### config.mk
export PLATFORM = sky130hd
export DESIGN_NAME = uart_addr_node
export DESIGN_NICKNAME = d
export VERILOG_FILES = /design/src/rtl/uart_addr_node.sv
export SDC_FILE = /design/constraint.sdc
export NUM_CORES = 1
export LEC_CHECK = 0
export CELL_PAD_IN_SITES_DETAIL_PLACEMENT = 1
export CELL_PAD_IN_SITES_GLOBAL_PLACEMENT = 2
export CORE_MARGIN = 4
export CORE_UTILIZATION = 38
export DETAILED_ROUTE_END_ITERATION = 8
export GPL_ROUTABILITY_DRIVEN = 1
export GPL_TIMING_DRIVEN = 1
export PLACE_DENSITY = 0.79
export SLEW_MARGIN = 20
export SYNTH_ARGS = -nofsm -noshare
export SYNTH_HDL_FRONTEND = slang
export SYNTH_SLANG_ARGS = --single-unit
export TNS_END_PERCENT = 30
### constraint.sdc
create_clock -name clk -period 2.93 [get_ports clk]
set_clock_uncertainty 0.05 [all_clocks]
set_input_delay 0.4395 -clock clk [delete_from_list [all_inputs] [get_ports clk]]
set_output_delay 0.4395 -clock clk [all_outputs]
set_load 0.03 [all_outputs]
### src/rtl/uart_addr_node.sv
// Addressed UART node: an independent transmitter and receiver sharing one clock.
// Received frames carry a destination ID in their payload MSBs; only frames for this node (or broadcast) are delivered.
module uart_addr_node #(
    parameter int CLKS_PER_BIT = 5208,
    parameter int DATA_BITS    = 8,
    parameter int ID_BITS      = 2,
    parameter int PARITY       = 0
) (
    input  logic                 clk,
    input  logic                 reset,
    input  logic                 tx_start,
    input  logic [DATA_BITS-1:0] tx_data,
    output logic                 Tx,
    output logic                 tx_busy,
    input  logic                 Rx,
    input  logic [ID_BITS-1:0]   my_id,
    output logic [DATA_BITS-1:0] rx_data,
    output logic                 rx_valid,
    output logic                 rx_err,
    output logic                 rx_drop
);

    localparam int CNT_W = $clog2(CLKS_PER_BIT);
    localparam int BIT_W = $clog2(DATA_BITS);
    localparam logic [CNT_W-1:0] BIT_END  = CNT_W'(CLKS_PER_BIT - 1);
    localparam logic [CNT_W-1:0] HALF_END = CNT_W'(CLKS_PER_BIT / 2 - 1);
    localparam logic [BIT_W-1:0] BIT_LAST = BIT_W'(DATA_BITS - 1);

    typedef enum logic [2:0] {
        IDLE,
        START,
        DATA,
        PAR,
        STOP
    } state_t;

    // Parity bit that makes the frame's one-count even (mode 1) or odd (mode 2).
    function automatic logic par_bit(input logic [DATA_BITS-1:0] d);
        return (^d) ^ (PARITY == 2);
    endfunction

    // ------------------------------------------------------------------
    // Transmitter
    // ------------------------------------------------------------------
    state_t                 tx_state_reg;
    logic [CNT_W-1:0]       tx_cnt_reg;
    logic [BIT_W-1:0]       tx_bit_reg;
    logic [DATA_BITS-1:0]   tx_shift_reg;
    logic                   tx_par_reg;

    always_ff @(posedge clk or posedge reset) begin
        if (reset) begin
            tx_state_reg <= IDLE;
            tx_cnt_reg   <= '0;
            tx_bit_reg   <= '0;
            tx_shift_reg <= '0;
            tx_par_reg   <= 1'b0;
            Tx           <= 1'b1;
            tx_busy      <= 1'b0;
        end else begin
            case (tx_state_reg)
                IDLE: begin
                    Tx      <= 1'b1;
                    tx_busy <= 1'b0;
                    if (tx_start) begin
                        tx_shift_reg <= tx_data;
                        tx_par_reg   <= par_bit(tx_data);
                        tx_cnt_reg   <= '0;
                        tx_bit_reg   <= '0;
                        Tx           <= 1'b0;
                        tx_busy      <= 1'b1;
                        tx_state_reg <= START;
                    end
                end
                START: begin
                    if (tx_cnt_reg == BIT_END) begin
                        tx_cnt_reg   <= '0;
                        tx_bit_reg   <= '0;
                        Tx           <= tx_shift_reg[0];
                        tx_shift_reg <= tx_shift_reg >> 1;
                        tx_state_reg <= DATA;
                    end else begin
                        tx_cnt_reg <= tx_cnt_reg + CNT_W'(1);
                    end
                end
                DATA: begin
                    if (tx_cnt_reg == BIT_END) begin
                        tx_cnt_reg <= '0;
                        if (tx_bit_reg == BIT_LAST) begin
                            if (PARITY != 0) begin
                                Tx           <= tx_par_reg;
                                tx_state_reg <= PAR;
                            end else begin
                                Tx           <= 1'b1;
                                tx_state_reg <= STOP;
                            end
                        end else begin
                            tx_bit_reg   <= tx_bit_reg + BIT_W'(1);
                            Tx           <= tx_shift_reg[0];
                            tx_shift_reg <= tx_shift_reg >> 1;
                        end
                    end else begin
                        tx_cnt_reg <= tx_cnt_reg + CNT_W'(1);
                    end
                end
                PAR: begin
                    if (tx_cnt_reg == BIT_END) begin
                        tx_cnt_reg   <= '0;
                        Tx           <= 1'b1;
                        tx_state_reg <= STOP;
                    end else begin
                        tx_cnt_reg <= tx_cnt_reg + CNT_W'(1);
                    end
                end
                STOP: begin
                    if (tx_cnt_reg == BIT_END) begin
                        tx_cnt_reg   <= '0;
                        tx_busy      <= 1'b0;
                        tx_state_reg <= IDLE;
                    end else begin
                        tx_cnt_reg <= tx_cnt_reg + CNT_W'(1);
                    end
                end
                default: begin
                    tx_state_reg <= IDLE;
                end
            endcase
        end
    end

    // ------------------------------------------------------------------
    // Receiver
    // ------------------------------------------------------------------
    state_t                 rx_state_reg;
    logic [CNT_W-1:0]       rx_cnt_reg;
    logic [BIT_W-1:0]       rx_bit_reg;
    logic [DATA_BITS-1:0]   rx_shift_reg;
    logic                   rx_par_err_reg;
    logic                   rx_meta_reg;
    logic                   rx_sync_reg;
    logic                   rx_prev_reg;
    logic [ID_BITS-1:0]     rx_id;
    logic                   rx_for_me;

    assign rx_id     = rx_shift_reg[DATA_BITS-1 -: ID_BITS];
    assign rx_for_me = (rx_id == my_id) || (&rx_id);

    always_ff @(posedge clk or posedge reset) begin
        if (reset) begin
            rx_meta_reg    <= 1'b1;
            rx_sync_reg    <= 1'b1;
            rx_prev_reg    <= 1'b1;
            rx_state_reg   <= IDLE;
            rx_cnt_reg     <= '0;
            rx_bit_reg     <= '0;
            rx_shift_reg   <= '0;
            rx_par_err_reg <= 1'b0;
            rx_data        <= '0;
            rx_valid       <= 1'b0;
            rx_err         <= 1'b0;
            rx_drop        <= 1'b0;
        end else begin
            rx_meta_reg <= Rx;
            rx_sync_reg <= rx_meta_reg;
            rx_prev_reg <= rx_sync_reg;
            rx_valid    <= 1'b0;
            rx_err      <= 1'b0;
            rx_drop     <= 1'b0;
            case (rx_state_reg)
                IDLE: begin
                    rx_cnt_reg <= '0;
                    if (rx_prev_reg && !rx_sync_reg) begin
                        rx_state_reg <= START;
                    end
                end
                START: begin
                    // A line already back high at mid start bit was only a glitch.
                    if (rx_cnt_reg == HALF_END) begin
                        rx_cnt_reg     <= '0;
                        rx_bit_reg     <= '0;
                        rx_par_err_reg <= 1'b0;
                        rx_state_reg   <= rx_sync_reg ? IDLE : DATA;
                    end else begin
                        rx_cnt_reg <= rx_cnt_reg + CNT_W'(1);
                    end
                end
                DATA: begin
                    if (rx_cnt_reg == BIT_END) begin
                        rx_cnt_reg   <= '0;
                        rx_shift_reg <= {rx_sync_reg, rx_shift_reg[DATA_BITS-1:1]};
                        if (rx_bit_reg == BIT_LAST) begin
                            rx_state_reg <= (PARITY != 0) ? PAR : STOP;
                        end else begin
                            rx_bit_reg <= rx_bit_reg + BIT_W'(1);
                        end
                    end else begin
                        rx_cnt_reg <= rx_cnt_reg + CNT_W'(1);
                    end
                end
                PAR: begin
                    if (rx_cnt_reg == BIT_END) begin
                        rx_cnt_reg     <= '0;
                        rx_par_err_reg <= (rx_sync_reg != par_bit(rx_shift_reg));
                        rx_state_reg   <= STOP;
                    end else begin
                        rx_cnt_reg <= rx_cnt_reg + CNT_W'(1);
                    end
                end
                STOP: begin
                    // Back to IDLE at mid stop bit so a following start edge is not missed.
                    if (rx_cnt_reg == BIT_END) begin
                        rx_cnt_reg   <= '0;
                        rx_state_reg <= IDLE;
                        if (!rx_sync_reg || rx_par_err_reg) begin
                            rx_err <= 1'b1;
                        end else if (rx_for_me) begin
                            rx_valid <= 1'b1;
                            rx_data  <= rx_shift_reg;
                        end else begin
                            rx_drop <= 1'b1;
                        end
                    end else begin
                        rx_cnt_reg <= rx_cnt_reg + CNT_W'(1);
                    end
                end
                default: begin
                    rx_state_reg <= IDLE;
                end
            endcase
        end
    end

endmodule
==> results.md <==
- Final Hold Fails: 0
- Vias in the first global route: 3039
- Synth Area in XOR/XNOR: 0.0473
- Number of synthesized register bits: 71
- Fraction of registers with async set or reset after synthesis: 1.00
- Final Non-Filler Cells: 528
- Initial DRC Count: 74
- DRT antenna net count: 0
- Largest net degree at the start of global routing: 29
- Via density: 5.36
- Leak: 1.89 nW
- Hold path cells: 0
- Crit Path Max Fanout: 15
- TritonCTS clock tree: yes
- WL per Instance: 16.4 um
- Avg Cell Area, Syn: 10.1 um2
- Worst Path Buf+Inv: 0
- GPL Wtd Cong: 0.788
- Cell Chain, Critical Path: ha_1 > and2_1 > nand4_4 > nor4_4 > mux2_2
- Yosys warnings: 0
- Sink Count: 71
- H-Tree Level Count: 3
- GR Util All Layers: 0.164
- # rows: 35
- Final setup violation count: 0
- Clk buf depth: 2
- Placed Cells: 512
- Clk Latency, worst-skew pair: 340 ps
- Via Count: 2832
- DP HPWL: 5960 um
- MaxCap Viol Count: 0
- Clock-pin transition on the worst setup and hold timing paths: 90 ps
- Gate Count Post-Synth: 365
- Tmin final: 2450 ps
- Top cells by area, synth: dfrtp_1, mux2_2, xnor2_1, o21ai_0, nor2_1
- Unique cell type count in the Yosys netlist: 53
- Antenna diodes: 0
- Worst path slowest cell: nor4_4
- Post-Syn Area: 3700 um2
- RSZ-0062 raised after global routing: false
- Crit path kind: reg2reg
- Hold WC Path Type: reg2reg
- Fraction of layout instances using a drive strength above 1: 0.143
- Die height: 107 um
- Post-Route WL: 8650 um
- Initial antenna violation count: 0
- Most area-hungry cell type in the Yosys netlist: dfrtp_1
- # resized after CTS: 0
- Final nets: 415
- Status: finished clean
- Fmax: 0.408 GHz
- Hold-fix buffers, CTS: 0
- Grt total ovfl: 0
- Largest stage delay, worst path: 680 ps
- Pwr Density: 771 nW/um2
- Period utilization: 0.837
- Worst Path Arrival: 2630 ps
- IO Port Bufs: 26
- Yosys top cell area share: 0.453
- 1st-pass router iterations: 4
- Max Transition Viols Final: 0
- Number of remaining DRC errors: 0
- Synthesis-to-layout area growth: 19.2%
- Top-count cell post-synth: dfrtp_1
- Setup TNS: 0 ps
- Mux contribution to synthesized area: 0.0818
- Initial Utilization: 0.395
- I/O pin count: 27
- Dpl cell area: 4120 um2
- Post-CTS Setup Bufs: 0
- Peak supply drop: 0.349 mV
- Reg-to-reg slack, setup: 480 ps
- CORE AREA: 9370 um2
- Simple-Gate Fraction of Synth Area: 0.207
- Critical Path End Type: flip-flop
- CP Data Required Time: 3110 ps
- Die X: 107 um
- Final instance area: 4420 um2
- DIE AREA: 11400 um2
- CP Launch Type: flip-flop
- Synth Area in Compound Gates: 0.123
- Critical path depth: 5
- Syn_nets: 386
- Top delay family on crit path: simple AND/OR/NAND/NOR gates
- Main combinational cell family by area after synthesis: simple AND/OR/NAND/NOR gates
- Ys flop type: dfrtp_1
- First-pass GRT wire length: 14900 um
- Worst rel slew slack: 0.450
- Post-Synth Adder-Cell Area: 0.0236
- Post-synth EDFFs: 0
- Slew @ Worst Pin: 823 ps
- Clock root buffer: clkbuf_8
- Synth cell count leaders: dfrtp_1, nor2_1, nand2_1, o21ai_0, nand3_1
- CTS buffer count: 9
- Seq/Total Area, Yosys: 0.481
- R2r worst-path depth: 5
[cell type report]
| cell class | instances | area, um2 |
|---|---|---|
| clock buffer | 9 | 124 |
| fill | 1052 | 4960 |
| tap | 129 | 161 |
| clock inverter | 7 | 168 |
| sequential | 71 | 1780 |
| multi-input combinational | 262 | 1790 |
| inverter | 16 | 60.1 |
| timing repair buffer | 34 | 333 |
[worst paths after layout]
check | from | endpoint
max in group asynchronous | reset | rx_sync_reg$_DFF_PP1_
min | rx_meta_reg$_DFF_PP1_ | rx_sync_reg$_DFF_PP1_
min reg2reg | rx_meta_reg$_DFF_PP1_ | rx_sync_reg$_DFF_PP1_
min in group asynchronous | reset | tx_cnt_reg[12]$_DFFE_PP0P_
max | rx_cnt_reg[0]$_DFFE_PP0P_ | rx_data[1]$_DFFE_PP0P_
max reg2reg | rx_cnt_reg[0]$_DFFE_PP0P_ | rx_data[1]$_DFFE_PP0P_
[cells by family after synthesis]
group           Yosys count
compound gates           72
xor+xnor                 20
fa+ha+maj                 7
buf+inv                  32
flops                    71
mux                      28
simple gates            135
[metal layers]
layer,share of wire,GRT usage
met5,0,0
met4,0.014,0.0584
met3,0.017,0.0379
met2,0.51,0.282
met1,0.46,0.202
[cell usage in the layout, fill, tap and decap left out, drive strengths merged, types with 8 or more instances in the layout]
cell	netlist	layout
xnor2	18	18
clkbuf	9	9
o21ai	23	23
nor2	29	29
a31oi	8	8
mux2i	10	10
nor3	16	16
dfrtp	67	67
clkdlybuf4s50	0	26
mux2	18	18
buf	7	8
inv	16	17
nand2	23	23
a22o	11	11
nand3	20	20
a21oi	15	15
[metrics by stage]
stage | worst slack [ps] | util | hold slack (ps) | total power [mW]
3_5_place_dp | 448 | 0.440 | 299 | 2.29
3_3_place_gp | 565 | 0.440 | 296 | 2.25
5_1_grt | 358 | 0.471 | 325 | 3.64
4_1_cts | 442 | 0.471 | 322 | 3.46
2_1_floorplan | 651 | - | 295 | 2.02
6_report | 477 | 0.471 | 320 | 3.41
[power breakdown]
group / switching [mW] / internal [mW] / leakage [nW]
combinational: 0.514 / 0.425 / 0.816
sequential: 0.189 / 1.14 / 0.934
clock: 0.396 / 0.743 / 0.144
Power figures use the tool's default switching activity.
